File: config.mk
export PLATFORM = sky130hd
export DESIGN_NAME = pipe_ctrl_flat
export DESIGN_NICKNAME = d
export VERILOG_FILES = /design/src/rtl/pipe_ctrl_if.sv /design/src/rtl/pipe_ctrl.sv /design/src/flat_wrapper.sv
export SDC_FILE = /design/constraint.sdc
export NUM_CORES = 1
export LEC_CHECK = 0
export ABC_AREA = 1
export CORE_ASPECT_RATIO = 1.5
export CORE_MARGIN = 5
export CORE_UTILIZATION = 40
export CTS_BUF_LIST = sky130_fd_sc_hd__clkbuf_2 sky130_fd_sc_hd__clkbuf_4 sky130_fd_sc_hd__clkbuf_8
export DETAILED_ROUTE_END_ITERATION = 8
export PLACE_DENSITY_LB_ADDON = 0.05
export SLEW_MARGIN = 20
export SYNTH_ARGS = -nofsm -noshare
export SYNTH_HDL_FRONTEND = slang
export SYNTH_SLANG_ARGS = --single-unit
File: constraint.sdc
create_clock -name i_Clk -period 1.5 [get_ports i_Clk]
set_input_delay 0.225 -clock i_Clk [delete_from_list [all_inputs] [get_ports i_Clk]]
set_output_delay 0.225 -clock i_Clk [all_outputs]
set_load 0.005 [all_outputs]
File: src/rtl/pipe_ctrl_if.sv
// Pipeline control bundle between the EX/ID/fetch hazard sources and pipe_ctrl.
// master = pipeline side driving hazard requests, slave = the controller.
interface pipe_ctrl_if #(
  parameter int ADDR_W = 32,
  parameter int CNT_W  = 16
);
  logic              i_jump_flag;
  logic [ADDR_W-1:0] i_jump_addr;
  logic              i_div_start;
  logic              i_div_done;
  logic              i_load_use;
  logic              i_bus_wait;
  logic              o_pc_hold;
  logic              o_pc_jump;
  logic [ADDR_W-1:0] o_pc_jump_addr;
  logic              o_if_id_flush;
  logic              o_if_id_stall;
  logic              o_id_ex_flush;
  logic              o_id_ex_stall;
  logic              o_div_timeout;
  logic [CNT_W-1:0]  o_stall_cnt;

  modport master (
    output i_jump_flag, i_jump_addr, i_div_start, i_div_done, i_load_use, i_bus_wait,
    input  o_pc_hold, o_pc_jump, o_pc_jump_addr, o_if_id_flush, o_if_id_stall,
           o_id_ex_flush, o_id_ex_stall, o_div_timeout, o_stall_cnt
  );

  modport slave (
    input  i_jump_flag, i_jump_addr, i_div_start, i_div_done, i_load_use, i_bus_wait,
    output o_pc_hold, o_pc_jump, o_pc_jump_addr, o_if_id_flush, o_if_id_stall,
           o_id_ex_flush, o_id_ex_stall, o_div_timeout, o_stall_cnt
  );
endinterface

File: src/rtl/pipe_ctrl.sv
// Hazard/flow controller for the 5-stage core: merges jumps, divider occupancy,
// load-use and fetch wait into pc/IF-ID/ID-EX controls plus stall stats and div watchdog.
module pipe_ctrl #(
  parameter int ADDR_W       = 32,
  parameter int FLUSH_CYCLES = 1,
  parameter int DIV_TIMEOUT  = 64,
  parameter int CNT_W        = 16
) (
  input logic      i_Clk,
  input logic      i_reset,
  pipe_ctrl_if.slave bus
);
  localparam int FW = (FLUSH_CYCLES > 1) ? $clog2(FLUSH_CYCLES) : 1;
  localparam int TW = $clog2(DIV_TIMEOUT);

  typedef enum logic [1:0] {RUN, FLUSH, DIV_WAIT} state_t;

  state_t            state, state_nxt;
  logic [FW-1:0]     fcnt, fcnt_nxt;
  logic [TW-1:0]     tcnt, tcnt_nxt;
  logic              tmo_nxt, div_timeout;
  logic [CNT_W-1:0]  stall_cnt;
  logic              pc_hold, pc_jump, if_id_flush, if_id_stall, id_ex_flush, id_ex_stall;
  logic [ADDR_W-1:0] pc_jump_addr;

  always_ff @(posedge i_Clk or posedge i_reset) begin
    if (i_reset) begin
      state       <= RUN;
      fcnt        <= '0;
      tcnt        <= '0;
      div_timeout <= 1'b0;
      stall_cnt   <= '0;
    end else begin
      state       <= state_nxt;
      fcnt        <= fcnt_nxt;
      tcnt        <= tcnt_nxt;
      div_timeout <= tmo_nxt;
      if (pc_hold && stall_cnt != '1) stall_cnt <= stall_cnt + 1'b1;
    end
  end

  always_comb begin
    state_nxt    = state;
    fcnt_nxt     = fcnt;
    tcnt_nxt     = tcnt;
    tmo_nxt      = 1'b0;
    pc_hold      = 1'b0;
    pc_jump      = 1'b0;
    pc_jump_addr = '0;
    if_id_flush  = 1'b0;
    if_id_stall  = 1'b0;
    id_ex_flush  = 1'b0;
    id_ex_stall  = 1'b0;
    case (state)
      RUN: begin
        if (bus.i_jump_flag) begin
          pc_jump      = 1'b1;
          pc_jump_addr = bus.i_jump_addr;
          if_id_flush  = 1'b1;
          id_ex_flush  = 1'b1;
          if (FLUSH_CYCLES > 1) begin
            state_nxt = FLUSH;
            fcnt_nxt  = FW'(FLUSH_CYCLES - 1);
          end
        end else if (bus.i_div_start) begin
          // divide op advances into EX this cycle; the hold starts next cycle
          state_nxt = DIV_WAIT;
          tcnt_nxt  = '0;
        end else if (bus.i_load_use) begin
          pc_hold     = 1'b1;
          if_id_stall = 1'b1;
          id_ex_flush = 1'b1;
        end else if (bus.i_bus_wait) begin
          pc_hold     = 1'b1;
          if_id_flush = 1'b1;
        end
      end
      FLUSH: begin
        if_id_flush = 1'b1;
        id_ex_flush = 1'b1;
        if (bus.i_jump_flag) begin
          pc_jump      = 1'b1;
          pc_jump_addr = bus.i_jump_addr;
          fcnt_nxt     = FW'(FLUSH_CYCLES - 1);
        end else if (fcnt == FW'(1)) begin
          state_nxt = RUN;
        end else begin
          fcnt_nxt = fcnt - 1'b1;
        end
      end
      DIV_WAIT: begin
        pc_hold     = 1'b1;
        if_id_stall = 1'b1;
        id_ex_stall = 1'b1;
        tcnt_nxt    = tcnt + 1'b1;
        if (bus.i_div_done) begin
          state_nxt = RUN;
        end else if (tcnt == TW'(DIV_TIMEOUT - 1)) begin
          state_nxt = RUN;
          tmo_nxt   = 1'b1;
        end
      end
      default: state_nxt = RUN;
    endcase
    // reset drops every control immediately, not just at the next edge
    if (i_reset) begin
      pc_hold      = 1'b0;
      pc_jump      = 1'b0;
      pc_jump_addr = '0;
      if_id_flush  = 1'b0;
      if_id_stall  = 1'b0;
      id_ex_flush  = 1'b0;
      id_ex_stall  = 1'b0;
    end
  end

  assign bus.o_pc_hold      = pc_hold;
  assign bus.o_pc_jump      = pc_jump;
  assign bus.o_pc_jump_addr = pc_jump_addr;
  assign bus.o_if_id_flush  = if_id_flush;
  assign bus.o_if_id_stall  = if_id_stall;
  assign bus.o_id_ex_flush  = id_ex_flush;
  assign bus.o_id_ex_stall  = id_ex_stall;
  assign bus.o_div_timeout  = div_timeout;
  assign bus.o_stall_cnt    = stall_cnt;
endmodule
File: src/flat_wrapper.sv
// flat-port wrapper written by rule: the top's interface ports become plain ports
module pipe_ctrl_flat 
#(
  parameter int ADDR_W       = 32,
  parameter int FLUSH_CYCLES = 1,
  parameter int DIV_TIMEOUT  = 64,
  parameter int CNT_W        = 16
)
  (i_Clk, i_reset, bus_i_jump_flag, bus_i_jump_addr, bus_i_div_start, bus_i_div_done, bus_i_load_use, bus_i_bus_wait, bus_o_pc_hold, bus_o_pc_jump, bus_o_pc_jump_addr, bus_o_if_id_flush, bus_o_if_id_stall, bus_o_id_ex_flush, bus_o_id_ex_stall, bus_o_div_timeout, bus_o_stall_cnt);
  pipe_ctrl_if #(.ADDR_W(ADDR_W), .CNT_W(CNT_W)) bus_i ();
  input logic i_Clk;
  input logic i_reset;
  input wire logic [$bits(bus_i.i_jump_flag)-1:0] bus_i_jump_flag;
  input wire logic [$bits(bus_i.i_jump_addr)-1:0] bus_i_jump_addr;
  input wire logic [$bits(bus_i.i_div_start)-1:0] bus_i_div_start;
  input wire logic [$bits(bus_i.i_div_done)-1:0] bus_i_div_done;
  input wire logic [$bits(bus_i.i_load_use)-1:0] bus_i_load_use;
  input wire logic [$bits(bus_i.i_bus_wait)-1:0] bus_i_bus_wait;
  output wire logic [$bits(bus_i.o_pc_hold)-1:0] bus_o_pc_hold;
  output wire logic [$bits(bus_i.o_pc_jump)-1:0] bus_o_pc_jump;
  output wire logic [$bits(bus_i.o_pc_jump_addr)-1:0] bus_o_pc_jump_addr;
  output wire logic [$bits(bus_i.o_if_id_flush)-1:0] bus_o_if_id_flush;
  output wire logic [$bits(bus_i.o_if_id_stall)-1:0] bus_o_if_id_stall;
  output wire logic [$bits(bus_i.o_id_ex_flush)-1:0] bus_o_id_ex_flush;
  output wire logic [$bits(bus_i.o_id_ex_stall)-1:0] bus_o_id_ex_stall;
  output wire logic [$bits(bus_i.o_div_timeout)-1:0] bus_o_div_timeout;
  output wire logic [$bits(bus_i.o_stall_cnt)-1:0] bus_o_stall_cnt;
  assign bus_i.i_jump_flag = bus_i_jump_flag;
  assign bus_i.i_jump_addr = bus_i_jump_addr;
  assign bus_i.i_div_start = bus_i_div_start;
  assign bus_i.i_div_done = bus_i_div_done;
  assign bus_i.i_load_use = bus_i_load_use;
  assign bus_i.i_bus_wait = bus_i_bus_wait;
  assign bus_o_pc_hold = bus_i.o_pc_hold;
  assign bus_o_pc_jump = bus_i.o_pc_jump;
  assign bus_o_pc_jump_addr = bus_i.o_pc_jump_addr;
  assign bus_o_if_id_flush = bus_i.o_if_id_flush;
  assign bus_o_if_id_stall = bus_i.o_if_id_stall;
  assign bus_o_id_ex_flush = bus_i.o_id_ex_flush;
  assign bus_o_id_ex_stall = bus_i.o_id_ex_stall;
  assign bus_o_div_timeout = bus_i.o_div_timeout;
  assign bus_o_stall_cnt = bus_i.o_stall_cnt;
  pipe_ctrl #(.ADDR_W(ADDR_W), .FLUSH_CYCLES(FLUSH_CYCLES), .DIV_TIMEOUT(DIV_TIMEOUT), .CNT_W(CNT_W)) u_core (.i_Clk(i_Clk), .i_reset(i_reset), .bus(bus_i));
endmodule
== Word-level counts from Yosys, hierarchy flattened ==
Index checks and enable logic that the tools add are counted.

* Register bits after elaboration: 26
* Bits in latches: 0
* Word-level logic and storage cells: 65
* Memory bits (writable): 0
* Bits of input ports: 39
* Memory bits (read-only): 0
* Memories: 0
* Output and inout port bits: 55

* Equality and inequality tests: 9
* Divide/modulo/power cells: 0
* Shifts and indexed selects: 0
* $mul: 0
* Bitwise gates (word level): 0
* Mux-type cells: 42
* Order comparisons: 0
* $add $sub $neg: 3
* Reduce and logical (&&, ||, !) cells: 6

{| class="wikitable"
|+ Operator list
! kind !! count
|-
| $mux W32 || 3
|-
| $mux W1 || 25
|-
| $add A16 B1 Y16 const B || 1
|-
| $ne A16 B16 Y1 const B || 1
|-
| $mux W2 || 6
|-
| $mux W6 || 2
|-
| $pmux W6 S2 || 1
|-
| $pmux W1 S2 || 4
|-
| $add A6 B1 Y6 const B || 1
|-
| $eq A6 B6 Y1 const B || 1
|-
| $ne A2 B2 Y1 const B || 3
|-
| $pmux W2 S3 || 1
|-
| $reduce_and A5 Y1 || 1
|-
| $ne A3 B2 Y1 const B || 1
|-
| $reduce_and A3 Y1 || 1
|-
| $eq A2 B1 Y1 const B || 1
|-
| $eq A2 B2 Y1 const B || 1
|-
| $logic_not A2 Y1 || 1
|-
| $ne A2 B1 Y1 const B || 1
|-
| $reduce_bool A2 Y1 || 1
|-
| $reduce_or A2 Y1 || 1
|-
| $logic_and A1 B1 Y1 || 1
|-
| $sub A1 B1 Y1 const B || 1
|}

== Depth between registers and ports, before layout ==
* Word-level depth: 7
* Mapped depth: 8
* Gate-level depth less buffers: 8

== Least setup slack after synthesis ==
OpenSTA, ideal clock, no wires.

* Kind: input to register
* From: input i_reset
* To: register u_core.stall_cnt[2], in the netlist u_core.bus.o_stall_cnt[2]
* Buffers on the path: 1
* Required time: 1.378 ns
* Cell stages on the path: 7
* Path slack: -0.110 ns
* Arrival: 1.488 ns
* Setup time: 0.122 ns
* Cell sequence: inv_1 > nand2_1 > nand2_2 > o21ai_4 > buf_6 > nand2_1 > o21ai_2

* Cells in the longest elaborated chain, start to end: 2

{| class="wikitable"
|+ Ends and longest elaborated chain
! item !! RTL line !! text
|-
| start, declared || flat_wrapper.sv:12 || <nowiki>input logic i_reset;</nowiki>
|-
| $mux W1 || pipe_ctrl.sv:106 || <nowiki>if (i_reset) begin</nowiki>
|-
| net bus_o_pc_hold || flat_wrapper.sv:19 || <nowiki>output wire logic [$bits(bus_i.o_pc_hold)-1:0] bus_o_pc_hold;</nowiki>
|-
| $logic_and A1 B1 Y1 || pipe_ctrl.sv:38 || <nowiki>if (pc_hold && stall_cnt != '1) stall_cnt <= stall_cnt + 1'b1;</nowiki>
|-
| end signal, assigned || pipe_ctrl.sv:38 ||
|-
| end, declared || pipe_ctrl.sv:22 || <nowiki>logic [CNT_W-1:0] stall_cnt;</nowiki>
|}

The timed path passes the listed nets, and every way through them passes these cells.
A chain may end at the register's enable or synchronous reset.

== Worst setup path in the final report ==
* From: register u_core.state[1]
* To: output bus_o_pc_jump_addr[2]

* Cells in the longest elaborated chain, start to end: 4
* Elaborated cells between the ends (all ways): 5
* Classes of those cells: eq/ne (1); mux (2); reduce/logical (2)

{| class="wikitable"
|+ Ends and longest elaborated chain
! item !! RTL line !! text
|-
| start, declared || pipe_ctrl.sv:18 || <nowiki>state_t state, state_nxt;</nowiki>
|-
| start signal, assigned || pipe_ctrl.sv:34 || <nowiki>state <= state_nxt;</nowiki>
|-
| $eq A2 B1 Y1 or $logic_not A2 Y1 (tied branches) || pipe_ctrl.sv:54 || <nowiki>case (state)</nowiki>
|-
| $reduce_or A2 Y1 (no line) * || - ||
|-
| $mux W32 * || - ||
|-
| $mux W32 * || pipe_ctrl.sv:106 ||
|-
| end, declared || flat_wrapper.sv:21 || <nowiki>output wire logic [$bits(bus_i.o_pc_jump_addr)-1:0] bus_o_pc_jump_addr;</nowiki>
|}

Every way passes the cells marked *; elsewhere a longest branch is shown, timed or not.

==> results.md <==
- Vias in the first global route: 1,997
- Largest net degree at the start of global routing: 25
- Clk_lat worst skew: 270 ps
- Pleak: 1.866 nW
- Final Slew Violations: 0
- Seq cells post-synth: 24
- Die height: 90.38 microns
- Die Footprint: 5747 sq um
- CP max stage delay: 400 ps
- Residual DRC count: 0
- RSZ-0062 raised after global routing: yes
- Sequential fraction of the synthesis area: 0.3486
- Setup ws final: -173.8 ps
- Mapped cell area: 1723 sq um
- Crit path depth: 8
- H-Tree Depth: 1
- Worst r2r path cells: 9
- Status: finished with violations
- Hold WS: 371.9 ps
- Die X: 63.59 microns
- Gr usage total: 0.2120
- WP buf/inv: 5
- Final ANT Viol Nets: 0
- Syn nets: 309
- Initial antenna violation count: 0
- Gate Count Post-Synth: 268
- Max-cap viol count: 0
- Initial Util: 0.4093
- Setup violators final: 34
- Worst-path fanout max: 6
- Yosys warns: 0
- Placer congestion estimate: 0.8278
- VDD IR max: 0.9371 mV
- Worst-Margin Slew: 320.1 ps
- Clock tree from TritonCTS: yes
- Core box area: 4209 sq um
- Dpl ws: -545.8 ps
- Setup Skew: 6.531 ps
- Tcrit/Tclk final: 1.116
- I/O pins: 94
- Bufs on Longest Clock Path: 2
- Avg Inst Size Synth: 6.429 sq um
- Peak Freq: 597.4 MHz
- WP data arrival: 1450 ps
- Most used cell, CP: buf_6
- ANT cells: 0
- DRT Wirelength: 6.334 mm
- Type of the worst min-delay path: in2async
- Drt first-iter violations: 78
- Commonest non-fill, non-tap cell in the layout: nand2_1
- Clock Sinks: 24
- DR vias/cell: 4.747
- Root Driver: clkbuf_8
- Port Buffers: 93
- Final hold violation count: 0
- Total number of vias: 2,174
- Power per cell area: 720.9 nW/um^2
- Slew Limit Headroom: 0.7866
- Crit start category: flop
- Clock-pin slew on the worst setup and hold paths: 90 ps
- Share of cells above drive strength 1: 0.3641
- Leading cell types in the layout, fill and taps excluded: 69 x nand2_1, 52 x inv_1, 41 x clkdlybuf4s50_1
- Crit-path slowest cell: dfrtp_1
- Gr ovfl total: 0
- Row count: 29
- CTS buffer count: 3
- Area grow syn2layout: 92.45%
- Final Util: 0.7878
- Cell Chain, Critical Path: inv_2 -> nand2_4 -> nor2_4 -> buf_6 -> inv_8 -> buf_6 -> nor2_1 -> buf_2
- Critical Path RT: 1270 ps
- Drt wl/cell: 13.83 microns
- Crit path capture type: output pin
- Drt first pass iters: 4
- Dpl hpwl: 4.657 mm
- Final #Nets: 454
- Netlist cell types: 25
- First-pass GRT wire length: 9.977 mm
- Min Tclk post-route: 1674 ps
- Top delay family on crit path: buffers and inverters
- Worst Setup Path Type: reg2out
- Failing checks: negative setup slack
routing by layer:
| layer | up-vias | GRT usage | wire length, microns | share of wire |
|---|---|---|---|---|
| met3 | 12 | 0.04110 | 315 | 0.050 |
| li1 | 1096 | - | - | - |
| met1 | 1005 | 0.2321 | 2320 | 0.37 |
| met2 | 61 | 0.4000 | 3549 | 0.56 |
| met5 | - | 0 | 0 | 0 |
| met4 | 0 | 0.05893 | 148 | 0.023 |
synthesized netlist by cell type:
cell | number | area, sq um
buf_2 | 3 | 15.01
a211oi_1 | 1 | 7.510
nand4_1 | 7 | 43.79
inv_2 | 3 | 11.26
inv_1 | 54 | 202.7
ha_1 | 2 | 25.02
o21ai_1 | 1 | 5.000
nand2_2 | 3 | 18.77
nor3_1 | 2 | 10.01
o22ai_1 | 1 | 6.260
o31ai_1 | 2 | 15.01
nand3_1 | 13 | 65.06
nor2_2 | 4 | 25.02
a21oi_1 | 2 | 10.01
o21ai_0 | 3 | 15.01
xnor2_1 | 4 | 35.03
o32ai_1 | 1 | 8.760
buf_6 | 2 | 22.52
dfrtp_1 | 24 | 600.6
nand2_1 | 75 | 281.5
nor2_4 | 1 | 11.26
o21ai_4 | 1 | 16.27
nor2_1 | 49 | 183.9
o21ai_2 | 6 | 52.55
xor2_1 | 4 | 35.03
final timing paths:
path	start	to	slack [ps]
max	u_core.state[1]	bus_o_pc_jump_addr[2]	-170
min	i_reset	u_core.tcnt[0]	370
max reg2reg	u_core.state[1]	u_core.tcnt[5]	60
min reg2reg	u_core.tcnt[5]	u_core.tcnt[5]	480
max in group asynchronous	i_reset	u_core.bus.o_stall_cnt[15]	890
min in group i_Clk	u_core.tcnt[5]	u_core.tcnt[5]	480
cell type report:
| type | instances | area (sq um) |
|---|---|---|
| Multi-Input combinational cell | 182 | 1051 |
| Sequential cell | 24 | 600.6 |
| Clock buffer | 3 | 41.29 |
| Clock inverter | 1 | 30.03 |
| Inverter | 57 | 227.7 |
| Tap cell | 46 | 57.56 |
| Fill cell | 330 | 893.4 |
| Timing Repair Buffer | 145 | 1308 |
flip-flops by register name, indices dropped and copies added, names as in the netlist:
signal and cells:
u_core.state 1, u_core.bus.o_stall_cnt 16, u_core.tcnt 6, u_core.bus.o_div_timeout 1
what timing repair did:
action                                 4_1_cts  5_1_grt
endpoints found under the hold margin        0        0
buffers inserted                             8        8
hold buffers                                 0        0
gates resized for setup                    173       68
gates cloned                                 2        2
pin swaps                                    4       13
setup endpoints to repair                   58       63
cell families after synthesis:
logic type               count (synthesis)  share of synthesized area
AND/OR/NAND/NOR                        154                     0.3711
buffers and inverters                   62                     0.1460
flip-flops                              24                     0.3486
AO/OA/AOI/OAI                           18                    0.07916
XOR/XNOR                                 8                    0.04066
adder cells (fa/ha/maj)                  2                    0.01452
where the power goes:
group / total (mW) / internal (mW) / leakage, nW / switching (mW)
Clock: 0.573 / 0.357 / 0.0357 / 0.216
Sequential: 0.798 / 0.734 / 0.321 / 0.0640
Combinational: 1.02 / 0.558 / 1.51 / 0.461
tightest hold or removal path, stage by stage:
cell           delay [ps]
dlygate4sd2_1         280
buf_6                 150
clkinvlp_4             80
buf_4                 310
metrics by stage:
stage | area, sq um | setup TNS, ps | power [mW] | std cells
after floorplan | 1727 | 0 | 1.174 | 268
after global placement | 2938 | -21930 | 1.678 | 435
after detailed placement | 2938 | -23180 | 1.691 | 435
after CTS | 2972 | -4961 | 2.295 | 449
after global routing | 3316 | -6480 | 2.541 | 458
final | 3316 | -4023 | 2.390 | 458
No activity file was read; power rests on OpenSTA's default activity.
